===== config.mk =====
export PLATFORM = sky130hd
export DESIGN_NAME = bin_2_gray_counter
export DESIGN_NICKNAME = d
export VERILOG_FILES = /design/src/rtl/bin_2_gray_counter_pkg.sv /design/src/rtl/bin_2_gray.sv /design/src/rtl/bin_2_gray_counter.sv
export SDC_FILE = /design/constraint.sdc
export NUM_CORES = 1
export LEC_CHECK = 0
export ABC_AREA = 0
export CORE_UTILIZATION = 38
export CTS_BUF_LIST = sky130_fd_sc_hd__clkbuf_16
export CTS_CLUSTER_DIAMETER = 120
export DETAILED_ROUTE_END_ITERATION = 7
export PLACE_DENSITY = 0.81
export SYNTH_ARGS = -nofsm -noshare
export SYNTH_HDL_FRONTEND = slang
export SYNTH_SLANG_ARGS = --single-unit

===== constraint.sdc =====
create_clock -name clk -period 2.5 [get_ports clk]
set_clock_uncertainty 0.1 [all_clocks]
set_input_delay 0.625 -clock clk [delete_from_list [all_inputs] [get_ports clk]]
set_output_delay 0.625 -clock clk [all_outputs]
set_load 0.02 [all_outputs]

===== src/rtl/bin_2_gray_counter_pkg.sv =====
// ============================================================================
// Module      : bin_2_gray_counter_pkg
// Description : Shared width default and step-action encoding for the
//               binary/Gray pointer counter.
// Revision    : 1.0 - initial release
// ============================================================================
`default_nettype none

package bin_2_gray_counter_pkg;

    // Kept equal to the Gray-to-binary decoder width so pointer pairs match.
    localparam int DEFAULT_WIDTH = 5;

    typedef enum logic [1:0] {
        ACT_HOLD = 2'd0,
        ACT_LOAD = 2'd1,
        ACT_UP   = 2'd2,
        ACT_DOWN = 2'd3
    } step_act_e;

endpackage : bin_2_gray_counter_pkg

`default_nettype wire


===== src/rtl/bin_2_gray.sv =====
// ============================================================================
// Module      : bin_2_gray
// Description : Combinational reflected-binary (Gray) encoder; inverse of the
//               Gray-to-binary decoder.
// Revision    : 1.0 - initial release
// ============================================================================
`default_nettype none

module bin_2_gray
    import bin_2_gray_counter_pkg::*;
#(
    parameter int WIDTH = DEFAULT_WIDTH
) (
    input  logic [WIDTH-1:0] bin,
    output logic [WIDTH-1:0] gray
);

    assign gray = bin ^ (bin >> 1);

endmodule : bin_2_gray

`default_nettype wire


===== src/rtl/bin_2_gray_counter.sv =====
// ============================================================================
// Module      : bin_2_gray_counter
// Description : Registered up/down counter presenting each count as binary and
//               as Gray code, with wrap and changed pulses.
// Revision    : 1.0 - initial release
// ============================================================================
`default_nettype none

module bin_2_gray_counter
    import bin_2_gray_counter_pkg::*;
#(
    parameter int WIDTH = DEFAULT_WIDTH
) (
    input  logic             clk,
    input  logic             rst,
    input  logic             en,
    input  logic             up_dn,
    input  logic             load,
    input  logic [WIDTH-1:0] load_bin,
    output logic [WIDTH-1:0] bin_out,
    output logic [WIDTH-1:0] gray_out,
    output logic             wrap,
    output logic             changed
);

    localparam logic [WIDTH-1:0] C_ONE      = WIDTH'(1);
    localparam logic [WIDTH-1:0] C_ALL_ONES = '1;
    localparam logic [WIDTH-1:0] C_ZERO     = '0;

    step_act_e        w_act;
    logic [WIDTH-1:0] bin_q;
    logic [WIDTH-1:0] bin_d;
    logic [WIDTH-1:0] gray_q;
    logic [WIDTH-1:0] gray_d;
    logic             wrap_q;
    logic             wrap_d;
    logic             changed_q;
    logic             changed_d;

    always_comb begin
        w_act = ACT_HOLD;
        if (load) begin
            w_act = ACT_LOAD;
        end else if (en) begin
            w_act = up_dn ? ACT_UP : ACT_DOWN;
        end
    end

    always_comb begin
        bin_d     = bin_q;
        wrap_d    = 1'b0;
        changed_d = 1'b0;
        case (w_act)
            ACT_LOAD: begin
                bin_d     = load_bin;
                changed_d = 1'b1;
            end
            ACT_UP: begin
                bin_d     = bin_q + C_ONE;
                wrap_d    = (bin_q == C_ALL_ONES);
                changed_d = 1'b1;
            end
            ACT_DOWN: begin
                bin_d     = bin_q - C_ONE;
                wrap_d    = (bin_q == C_ZERO);
                changed_d = 1'b1;
            end
            default: begin
                bin_d     = bin_q;
                wrap_d    = 1'b0;
                changed_d = 1'b0;
            end
        endcase
    end

    // Encode the next value so binary and Gray registers update on the same edge.
    bin_2_gray #(
        .WIDTH (WIDTH)
    ) u_bin_2_gray (
        .bin  (bin_d),
        .gray (gray_d)
    );

    always_ff @(posedge clk) begin
        if (rst) begin
            bin_q     <= '0;
            gray_q    <= '0;
            wrap_q    <= 1'b0;
            changed_q <= 1'b0;
        end else begin
            bin_q     <= bin_d;
            gray_q    <= gray_d;
            wrap_q    <= wrap_d;
            changed_q <= changed_d;
        end
    end

    assign bin_out  = bin_q;
    assign gray_out = gray_q;
    assign wrap     = wrap_q;
    assign changed  = changed_q;

endmodule : bin_2_gray_counter

`default_nettype wire


; ---- Yosys cells after proc, flatten, opt, wreduce, memory -nomap -nowiden
; Index checks and enable logic that the tools add are counted.
[totals]
out_inout_bits = 12
inputBits = 10
register_bits = 12
elab_cells = 19
[op_classes]
bitwise_logic = 1
mux = 6
add_sub_neg = 2
reduce_logical = 2
n_eq_ne = 4
[op_table]
columns = operator, count
row1 = $pmux W5 S3, 1
row2 = $add A5 B1 Y5 const B, 1
row3 = $eq A5 B5 Y1 const B, 1
row4 = $logic_not A5 Y1, 1
row5 = $sub A5 B1 Y5 const B, 1
row6 = $xor A5 B4 Y5, 1
row7 = $eq A2 B2 Y1 const B, 2
row8 = $mux W2, 2
row9 = $reduce_or A3 Y1, 1
row10 = $eq A2 B1 Y1 const B, 1
row11 = $mux W1, 2
row12 = $pmux W1 S2, 1

; ---- Depth between registers and ports, before layout
[depth]
depth_word = 6
mapped_depth = 9

; ---- Modules after synthesis
; Synthesis repeated with hierarchy kept, for this count alone.
[hier_totals]
cells_unflattened = 76
area_unflattened_um2 = 676.9
[by_module_without_submodules]
columns = module, area_each_um2, cells_per_inst, n_inst
row1 = bin_2_gray_counter, 634.4, 71, 1
row2 = bin_2_gray, 42.5, 5, 1

; ---- Worst setup path after synthesis
; No wires, ideal clock.
[synth_timing]
path_type = input-to-reg
from = in load
to = reg gray_q[2] (netlist: gray_out[2])
arrival_ns = 2.336
path_buffers = 0
required_ns = 2.279
stages = 9
path_slack_ns = -0.057
path_cell_list = nand2b_1 -> nor2_1 -> xor2_1 -> ha_1 -> or3_1 -> and4_1 -> nor3_1 -> nor2_1 -> mux2_2
[synth_between]
elab_chain_len = 4
[synth_lines]
columns = element, line_no
row1 = from (decl), bin_2_gray_counter.sv:18  ; input logic load,
row2 = $mux W2 *, bin_2_gray_counter.sv:42  ; if (load) begin
row3 = $eq A2 B2 Y1 or $eq A2 B1 Y1 (tied branches), bin_2_gray_counter.sv:53  ; case (w_act)
row4 = $pmux W5 S3 *, bin_2_gray_counter.sv:53
row5 = $xor A5 B4 Y5 *, bin_2_gray.sv:18  ; assign gray = bin ^ (bin >> 1);
row6 = to (signal assigned), bin_2_gray_counter.sv:92  ; gray_q <= gray_d;
row7 = to (decl), bin_2_gray_counter.sv:33  ; logic [WIDTH-1:0] gray_q;
; Every way passes the cells marked *; elsewhere a longest branch is shown, timed or not.
; A chain may end at the register's enable or synchronous reset.

; ---- Final worst setup path
; Same ends and word-level chain as after synthesis.

==> metrics.yaml <==
status: "finished clean"
fin_nets: 112
ys.flop_type: "dfxtp_1"
dp_cells: 110
synth.area.top_cells: "dfxtp_1 37%, nor2_1 8.8%, and4_1 4.4%, xnor2_1 4.4%, mux2_2 3.8%"
crit_start: "load"
fin_crit_sh_pct: 96.6
synthArstFlopShare_pct: 0
synth_top_area_share_pct: 36.7
synth_edf_count: 0
syn_inst: 69
cts.sinks: 11
grt_max_degree: 13
via_per_inst: 5.57
detailed_place_hpwl_mm: 1.01
grt_first_pass_wirelength_mm: 2.19
synth_cell_types: 30
relSlewSlack_pct: 72.5
ys_ff_latch: 11
diodes: 0
r2r-start: "bin_out[1]$_SDFF_PP0_"
grt_pass1_vias: 520
drt_first_pass_iters: 4
end_kind: "flop"
grt_usage_pct: 16.9
crit_arrival_ps: 2430
cts_inserted_buffers: 3
drtIter0Drc: 24
clockBufferDepth: 2
yosys_warnings: 0
hold_viol: 0
drt_wl_total_mm: 1.49
grt.overflow.total: 0
syn-cell-area_um2: 601
antenna_found_initial: 0
syn_area_per_cell_um2: 8.70
p_per_area_mw_per_mm2: 665
power_leakage_nw: 0.407
stdcell_count: 115
syn-num-nets: 80
yosysMostFrequentCell: "nor2_1"
drv_slew: 0
synth_common_cells: "14 x nor2_1, 11 x dfxtp_1, 4 x nor3_1"
drive_gt1_share_pct: 25.0
min_from: "bin_out[3]$_SDFF_PP0_"
critPathRequiredTime_ps: 2520
timing.fmax_mhz: 414
coreArea_mm2: 0.00138
start_util_pct: 43.4
wl_per_cell_um: 13.0
clockRootBuffer: "clkbuf_16"
tightest_slew_ps: 411
numPortBuffers: 21
clk_pin_slew_ps: 40
maxCapViolations: 0
fp.dieH_um: 41.8
h-tree-depth: 1
dieArea_mm2: 0.00174
rsz0062_at_grt: "false"
synth_top_area_cell: "dfxtp_1"
period_minus_slack_ps: 2420
final_core_util_pct: 71.4
chipWidth_um: 41.8
vias: 641
critPathLaunchType: "input port"
clk_latency_ps: 230
ant_nets: 0
hp-class: "flop to flop"
drc: 0
fin_setup_tns_ps: 0
irDropWorstVdd_mv: 0.553
routabilityCongestion: 0.918
setup_viol: 0
syn2layout_area_growth_pct: 64.4
critPathMaxFanout: 4
num_rows: 13
ioPinCount: 22
seq_area_frac_synth_pct: 36.7
crit_type: "input port to flop"
cts_tree: "built"
## critical path, stage by stage
cell and delay, ps:
dlygate4sd2_1 240, nand2b_4 150, nor2_2 90, xor2_1 160, ha_2 230, buf_4 120, nand2_1 80, and4_4 200
nor3_2 180, nor2_1 80, mux2_4 270
## logic make-up after synthesis
logic type,Yosys count,synth area share (%)
AOI/OAI and AO/OA,13,16.5
adders and majority gates,1,2.08
and+or+nand+nor,32,28.5
xor gates and xnor gates,4,5.83
muxes,3,5.42
buffers and inverters,5,5.00
DFF,11,36.7
## per-layer routing
metal | track usage [%] | routed length (µm) | vias up
met2 | 25.3 | 695 | 32
met3 | 8.70 | 133 | 2
li1 | - | - | 316
met4 | 5.81 | 10 | 0
met1 | 20.6 | 653 | 291
met5 | 0 | 0 | -
## final timing paths
path                                  to  slack (ps)  depth (start not counted)
hold reg to reg          wrap$_SDFF_PP0_         580                          2
setup / recovery  gray_out[2]$_SDFF_PP0_          80                         11
hold / removal           wrap$_SDFF_PP0_         580                          2
setup reg to reg  gray_out[2]$_SDFF_PP0_         460                          7
## cell usage in the layout (no fill, tap or decap), types with 2 or more instances in the layout
master           synthesis  routed
dfxtp_1                 11      11
inv_1                    2       3
and4_1                   3       2
nor3_1                   4       3
clkdlybuf4s50_1          0      18
nand2_1                  3       3
clkbuf_16                0       3
or4_4                    2       2
dlygate4sd2_1            0       3
xnor2_1                  3       3
buf_4                    1       8
nor2_1                  14      13
a21oi_1                  3       3
a22o_1                   2       2
## sequential cells by signal, summed over array words and instances (netlist names)
name and flops:
bin_out 5, changed 1, wrap 1, gray_out 4
## final cells by class
| cell class | count | area [µm²] |
|---|---|---|
| Multi-Input combinational cell | 53 | 384 |
| Tap cell | 15 | 18.8 |
| Fill cell | 98 | 395 |
| Timing Repair Buffer | 30 | 278 |
| Sequential cell | 11 | 220 |
| Clock buffer | 3 | 75.1 |
| Clock inverter | 1 | 3.75 |
| Inverter | 2 | 7.51 |
## repair_timing
| item | 4_1_cts | 5_1_grt |
|---|---|---|
| endpoints found under the hold margin | 0 | 0 |
| hold buffers | 0 | 0 |
| buffers inserted | 1 | 0 |
| endpoints found under the setup margin | 3 | 1 |
| pin swaps | 3 | 1 |
| gates resized for setup | 9 | 2 |
## metrics by stage
stage          hold WS (ps)  setup WS (ps)  cell area, µm²  total power [mW]
2_1_floorplan           592           6.85             606             0.294
3_3_place_gp            571           -428             872             0.367
3_5_place_dp            567           -473             872             0.369
4_1_cts                 578            101             982             0.660
5_1_grt                 613           1.93             987             0.688
6_report                580           84.4             987             0.656
## where the power goes
| group | switching (mW) | internal, mW | leakage, nW |
|---|---|---|---|
| combinational | 0.0738 | 0.0908 | 0.273 |
| sequential | 0.0171 | 0.193 | 0.0912 |
| clock | 0.0722 | 0.209 | 0.0423 |
(Power assumes the default switching activity.)
